### src/rtl/hazard_fwd_ctrl.sv
// Load-use stall and EX operand-forwarding control for the 5-stage core.
// Shadows rd/rs fields of EX, MEM and WB and drives the bypass mux selects.
module hazard_fwd_ctrl #(
  parameter int REG_ADDR_W = 5,
  parameter int CNT_W      = 16
) (
  input  logic                  clk,
  input  logic                  rst_n,
  input  logic                  id_valid,
  input  logic [REG_ADDR_W-1:0] id_rs1,
  input  logic [REG_ADDR_W-1:0] id_rs2,
  input  logic                  id_use_rs1,
  input  logic                  id_use_rs2,
  input  logic [REG_ADDR_W-1:0] id_rd,
  input  logic                  id_reg_write,
  input  logic                  id_mem_read,
  input  logic                  flush_ex,
  output logic                  stall,
  output logic [1:0]            fwd_a_sel,
  output logic [1:0]            fwd_b_sel,
  output logic [CNT_W-1:0]      stall_cnt
);

  typedef logic [REG_ADDR_W-1:0] reg_t;

  typedef struct packed {
    logic v;
    reg_t rd;
    reg_t rs1;
    reg_t rs2;
    logic use1;
    logic use2;
    logic we;
    logic mr;
  } ex_t;

  typedef struct packed {
    logic v;
    reg_t rd;
    logic we;
    logic mr;
  } mem_t;

  typedef struct packed {
    logic v;
    reg_t rd;
    logic we;
  } wb_t;

  ex_t  ex_q, ex_d;
  mem_t mem_q;
  wb_t  wb_q;

  logic ld_in_ex;
  logic rs1_hit;
  logic rs2_hit;

  assign ld_in_ex = ex_q.v && ex_q.mr && ex_q.we
                 && (ex_q.rd != '0);
  assign rs1_hit  = id_use_rs1 && (id_rs1 == ex_q.rd);
  assign rs2_hit  = id_use_rs2 && (id_rs2 == ex_q.rd);

  // flush wins: the dependent instruction is being killed anyway
  assign stall = id_valid && !flush_ex && ld_in_ex
              && (rs1_hit || rs2_hit);

  always_comb begin
    ex_d = '0;
    if (!(flush_ex || stall)) begin
      ex_d.v    = id_valid;
      ex_d.rd   = id_rd;
      ex_d.rs1  = id_rs1;
      ex_d.rs2  = id_rs2;
      ex_d.use1 = id_use_rs1;
      ex_d.use2 = id_use_rs2;
      ex_d.we   = id_reg_write;
      ex_d.mr   = id_mem_read;
    end
  end

  function automatic logic [1:0] fwd_sel(
    input logic use_r,
    input reg_t rs,
    input mem_t m,
    input wb_t  w
  );
    logic ok;
    logic mem_hit;
    logic wb_hit;
    ok      = use_r && (rs != '0);
    mem_hit = ok && m.v && m.we && !m.mr
           && (m.rd == rs);
    wb_hit  = ok && w.v && w.we && (w.rd == rs);
    unique case (1'b1)
      mem_hit:            fwd_sel = 2'b01;
      wb_hit && !mem_hit: fwd_sel = 2'b10;
      default:            fwd_sel = 2'b00;
    endcase
  endfunction

  assign fwd_a_sel = fwd_sel(ex_q.use1, ex_q.rs1,
                             mem_q, wb_q);
  assign fwd_b_sel = fwd_sel(ex_q.use2, ex_q.rs2,
                             mem_q, wb_q);

  always_ff @(posedge clk or negedge rst_n) begin
    if (!rst_n) begin
      ex_q      <= '0;
      mem_q     <= '0;
      wb_q      <= '0;
      stall_cnt <= '0;
    end else begin
      ex_q     <= ex_d;
      mem_q.v  <= ex_q.v;
      mem_q.rd <= ex_q.rd;
      mem_q.we <= ex_q.we;
      mem_q.mr <= ex_q.mr;
      wb_q.v   <= mem_q.v;
      wb_q.rd  <= mem_q.rd;
      wb_q.we  <= mem_q.we;
      if (stall && (stall_cnt != '1))
        stall_cnt <= stall_cnt + CNT_W'(1);
    end
  end

endmodule

### config.mk
export PLATFORM = sky130hd
export DESIGN_NAME = hazard_fwd_ctrl
export DESIGN_NICKNAME = d
export VERILOG_FILES = /design/src/rtl/hazard_fwd_ctrl.sv
export SDC_FILE = /design/constraint.sdc
export NUM_CORES = 1
export LEC_CHECK = 0
export ABC_CLOCK_PERIOD_IN_PS = 2000
export CAP_MARGIN = 25
export CORE_MARGIN = 1
export CORE_UTILIZATION = 51
export DETAILED_ROUTE_END_ITERATION = 6
export PLACE_DENSITY = 0.81
export SETUP_SLACK_MARGIN = 0.1
export SYNTH_ARGS = -nofsm -noshare
export SYNTH_HDL_FRONTEND = slang
export SYNTH_SLANG_ARGS = --single-unit
### constraint.sdc
create_clock -name clk -period 2 [get_ports clk]
set_input_delay 0.4 -clock clk [delete_from_list [all_inputs] [get_ports clk]]
set_output_delay 0.4 -clock clk [all_outputs]
set_load 0.1 [all_outputs]
# After elaboration in Yosys (flattened, before gate mapping)
# Index checks and enable logic that the tools add are counted.
# totals
reg_bits	51
in_bits	23
out_inout_bits	21
wordCells	63
# op_classes
addsub	1
eq_ne	7
mux	3
n_reduce_logical	36
# op_table
operator	count
$eq A5 B5 Y1	6
$logic_and A1 B1 Y1	27
$mux W20	1
$add A16 B1 Y16 const B	1
$ne A16 B16 Y1 const B	1
$reduce_bool A5 Y1	3
$pmux W2 S2	2
$logic_not A1 Y1	4
$logic_or A1 B1 Y1	2

# Logic depth before layout (Yosys ltp)
# Gate-level depths: netlist of the first run.
# depth
word_depth	9
ltp_mapped	7
depth_no_buf	6

# Worst setup path before layout of the first run
# Ideal clock, no wire load.
# synth_timing
path_kind	register to output
from	reg mem_q[3] (netlist name)
to	out fwd_b_sel[1]
arrival_time_ns	5.375
required_time_ns	1.600
slack_ns	-3.775
stages_incl_launch_ff	4
path_buffers	0
cell_sequence	dfrtp_1 -> xor2_1 -> nor4_1 -> nor3_1
# synth_between
elab_chain_cells	5
# synth_lines
item	line	rtl
start: declaration	51	mem_t mem_q;
$eq A5 B5 Y1 *	92	&& (m.rd == rs);
$logic_and A1 B1 Y1 *	92	
$logic_not A1 Y1	96	wb_hit && !mem_hit: fwd_sel = 2'b10;
$logic_and A1 B1 Y1	96	
$pmux W2 S2 *	94	unique case (1'b1)
end: declaration	20	output logic [1:0] fwd_b_sel,
# Mark *: on every way between the ends. The rest lies on a longest branch, timed or not.

# Worst setup path after layout of the first run
# layout_timing
from	reg ex_q[10] (netlist name)
to	out fwd_a_sel[1]
# layout_between
elab_chain_cells	9
elab_cells_between_ends	14
cone_classes	2 x eq/ne; 1 x mux; 11 x reduce/logical
# layout_lines
item	line	rtl
start: declaration	50	ex_t ex_q, ex_d;
start signal: assignment	108	ex_q <= '0;
start signal: assignment	113	ex_q <= ex_d;
$reduce_bool A5 Y1	90	ok = use_r && (rs != '0);
$logic_and A1 B1 Y1	90	
$logic_and A1 B1 Y1 (3 in a row)	91	mem_hit = ok && m.v && m.we && !m.mr
$logic_and A1 B1 Y1	92	
$logic_not A1 Y1	96	
$logic_and A1 B1 Y1	96	
$pmux W2 S2 *	94	
end: declaration	19	output logic [1:0] fwd_a_sel,
# Marked as above.

==> results of run 1 <==
routing by layer:
| layer | track usage [%] | part of all wire [%] |
|---|---|---|
| met2 | 36.5 | 50 |
| met4 | 8.07 | 1.4 |
| met5 | 0 | 0 |
| met3 | 5.10 | 3.4 |
| met1 | 32.3 | 45 |
worst min-delay path by stage:
stage / slack, ns / from / cells after the start / endpoint
global placement: 0.35 / ex_q[19] / 0 / mem_q[7]
global route: 0.26 / rst_n / 2 / ex_q[16]
floorplan: 0.10 / rst_n / 0 / ex_q[0]
finish: 0.19 / rst_n / 2 / ex_q[17]
CTS: 0.21 / rst_n / 2 / stall_cnt[1]
detailed placement: 0.36 / mem_q[7] / 0 / wb_q[6]
sequential cells by signal, indices dropped and copies added (netlist names):
register   count
ex_q          20
mem_q          8
stall_cnt     16
wb_q           7
layout make-up:
type | count | share of cell area [%]
Inverter | 2 | 0.230
Timing Repair Buffer | 68 | 20.7
Tap cell | 50 | 1.92
Multi-Input combinational cell | 130 | 34.2
Clock buffer | 8 | 3.07
Sequential cell | 51 | 39.9
through the flow:
stage,util (%),cells
after global routing,78.8,309
after floorplan,-,186
after CTS,75.8,306
after global placement,72.2,296
after detailed placement,72.2,296
final,78.8,309
worst max-delay path: stages, from the launching register on:
cell	delay [ns]
dfrtp_1	0.41
or4_4	0.55
o21ai_4	0.17
nor4_4	0.08
nor3_4	0.17
buf_12	0.20
cell families after synthesis:
logic type,after synthesis,share of synthesized area [%]
AO/OA/AOI/OAI,7,2.93
multiplexers,2,0.994
XOR/XNOR,43,16.6
AND/OR/NAND/NOR,77,21.3
buffers and inverters,5,1.27
flip-flops,51,56.4
adder cells (fa/ha/maj),1,0.552
what timing repair did:
action	CTS	global route
gates resized for setup	4	16
setup buffers	2	3
gates cloned	0	0
pin swaps	3	8
setup endpoints to repair	25	36
hold buffers	0	0
power groups by stage:
stage / logic, W / clock network (W) / registers (W)
final: 0.000243 / 0.000637 / 0.00110
after global routing: 0.000262 / 0.000691 / 0.00111
after CTS: 0.000218 / 0.000646 / 0.00110
after detailed placement: 0.000207 / 0 / 0.00112
after global placement: 0.000201 / 0 / 0.00112
after floorplan: 0.0000953 / 0 / 0.00112
cells in the final DEF, fill, tap and decap left out, types with 2 or more instances in the layout:
master / n
dfrtp_2: 15
or4_4: 3
nor2_1: 4
and3_1: 4
clkdlybuf4s50_1: 21
xnor2_1: 25
nor4_1: 2
dfrtp_1: 34
buf_12: 8
nand3_1: 7
clkbuf_8: 7
dfrtp_4: 2
buf_6: 4
xor2_1: 12
nand2_1: 7
nand4_1: 16
buf_4: 34
nand3b_1: 2
o21ai_4: 2
xnor2_2: 5
nor3_4: 2
nor4_4: 2
and2_2: 17
and2_1: 3
==> results.ini, run 1 <==
[sta]
hold_ws_ns = 0.193
final_hold_viol_count = 0
drv_slew = 0
fin_ws_ns = -0.291
skew_ns = 0.00796
fmax_mhz = 436
fin_crit_sh_pct = 115
finalSetupTns_ns = -0.948
slew-limit-headroom_pct = 58.4
worst_pin_slew_ns = 0.624
rsz0062_at_grt = true
period_needed_ns = 2.29
setup_violations = 5

[critical_path]
endpoint = fwd_a_sel[1]
r2r_slack_ns = 0
arrival_ns = 1.89
crit_fanout = 2
worstSetupPathType = reg -> out
reg2reg_depth = 6
r2r_start = stall_cnt[0]
timing.rr.end = stall_cnt[1]
end_kind = primary output
worstPathRequired_ns = 1.60
crit_start = ex_q[10]
cp-start-kind = flip-flop

[detailed_routing]
firstDrtPassIters = 4
viasPerCell = 5.51
wire_per_inst_um = 16.8
drtAntennaViolNets = 0
num_vias = 1703
drc = 0
drt-total-wl_mm = 5.18
drt_iter0_markers = 153

[grt]
grt_pass1_wl_mm = 7.84
grt_pass1_vias = 1620
globalRouteOverflowTotal = 0
grt_use_total_pct = 23.4
grt_max_degree = 52
antenna_found_initial = 0

[synth]
synth_enable_flop_cells = 0
synth_area_leaders = dfrtp_1 56%, xnor2_1 12%, and2_2 6.0%
synth_largest_area_cell = dfrtp_1
ys_seq_elements = 51
synth.most_common_cell = dfrtp_1
synthFlopType = dfrtp_1
synth_area_per_cell_um2 = 12.2
syn_area_mm2 = 0.00226
syn-num-nets = 210
ys_seq_area_share_pct = 56.4
synthDistinctLibCells = 30
synth_common_cells = 51 x dfrtp_1, 31 x xnor2_1, 18 x and2_2
async_reset_ff_share_pct = 100
syn_inst = 186
synth_top_area_share_pct = 56.4
yosys_warnings = 0

[outcome]
status = complete, but fails checks
violations = setup timing

[floorplan]
die_w_um = 68.6
initial_core_util_pct = 54.6
core_area_mm2 = 0.00414
dieArea_mm2 = 0.00471
num_rows = 23
die_h_um = 68.6
io_pins = 44

[clock_network]
cts_tree = done
clkTransAtPathRegs_ns = 0.09
htreeDepth = 2
clk_latency_ns = 0.30
cts_sinks = 51
numCtsBuffers = 5
cts_buffer_depth = 2
root_buffer = clkbuf_8

[layout]
nets = 282
syn_to_final_growth_pct = 44.1
diodes = 0
drive_above_1_share_pct = 43.6
seqCellArea_mm2 = 0.00130
fillerInstances = 240
stdcell_area_mm2 = 0.00326
multi_input_area_mm2 = 0.00112

[power_and_ir_drop]
pwr-share-seq_pct = 55.6
switching_power_w = 0.000461
p_int_w = 0.00152
power.share.clock_pct = 32.1
combPwrFrac_pct = 12.2
totalPowerFinal_w = 0.00198
sw_frac_of_total_pct = 23.2
peakVddDrop_mv = 0.613
power_density_mw_per_mm2 = 607
leakage_nw = 1.42

[place]
dp_slack_ns = -0.139
place_area_mm2 = 0.00299
numPortBuffers = 43
place.gp.congestion = 0.848
hpwl_mm = 3.46

[worst_hold_path]
hold_class = in -> async

[run]
drv_cap = 0

(Power assumes the default switching activity.)
==> run 2, diff against run 1 <==
--- a/config.mk
+++ b/config.mk
@@ -12,6 +12,7 @@
 export DETAILED_ROUTE_END_ITERATION = 6
 export PLACE_DENSITY = 0.81
 export SETUP_SLACK_MARGIN = 0.1
+export SLEW_MARGIN = 20
 export SYNTH_ARGS = -nofsm -noshare
 export SYNTH_HDL_FRONTEND = slang
 export SYNTH_SLANG_ARGS = --single-unit
==> results of run 2 <==
Same layout as run 1: the final DEF is identical, and so are final timing and power.
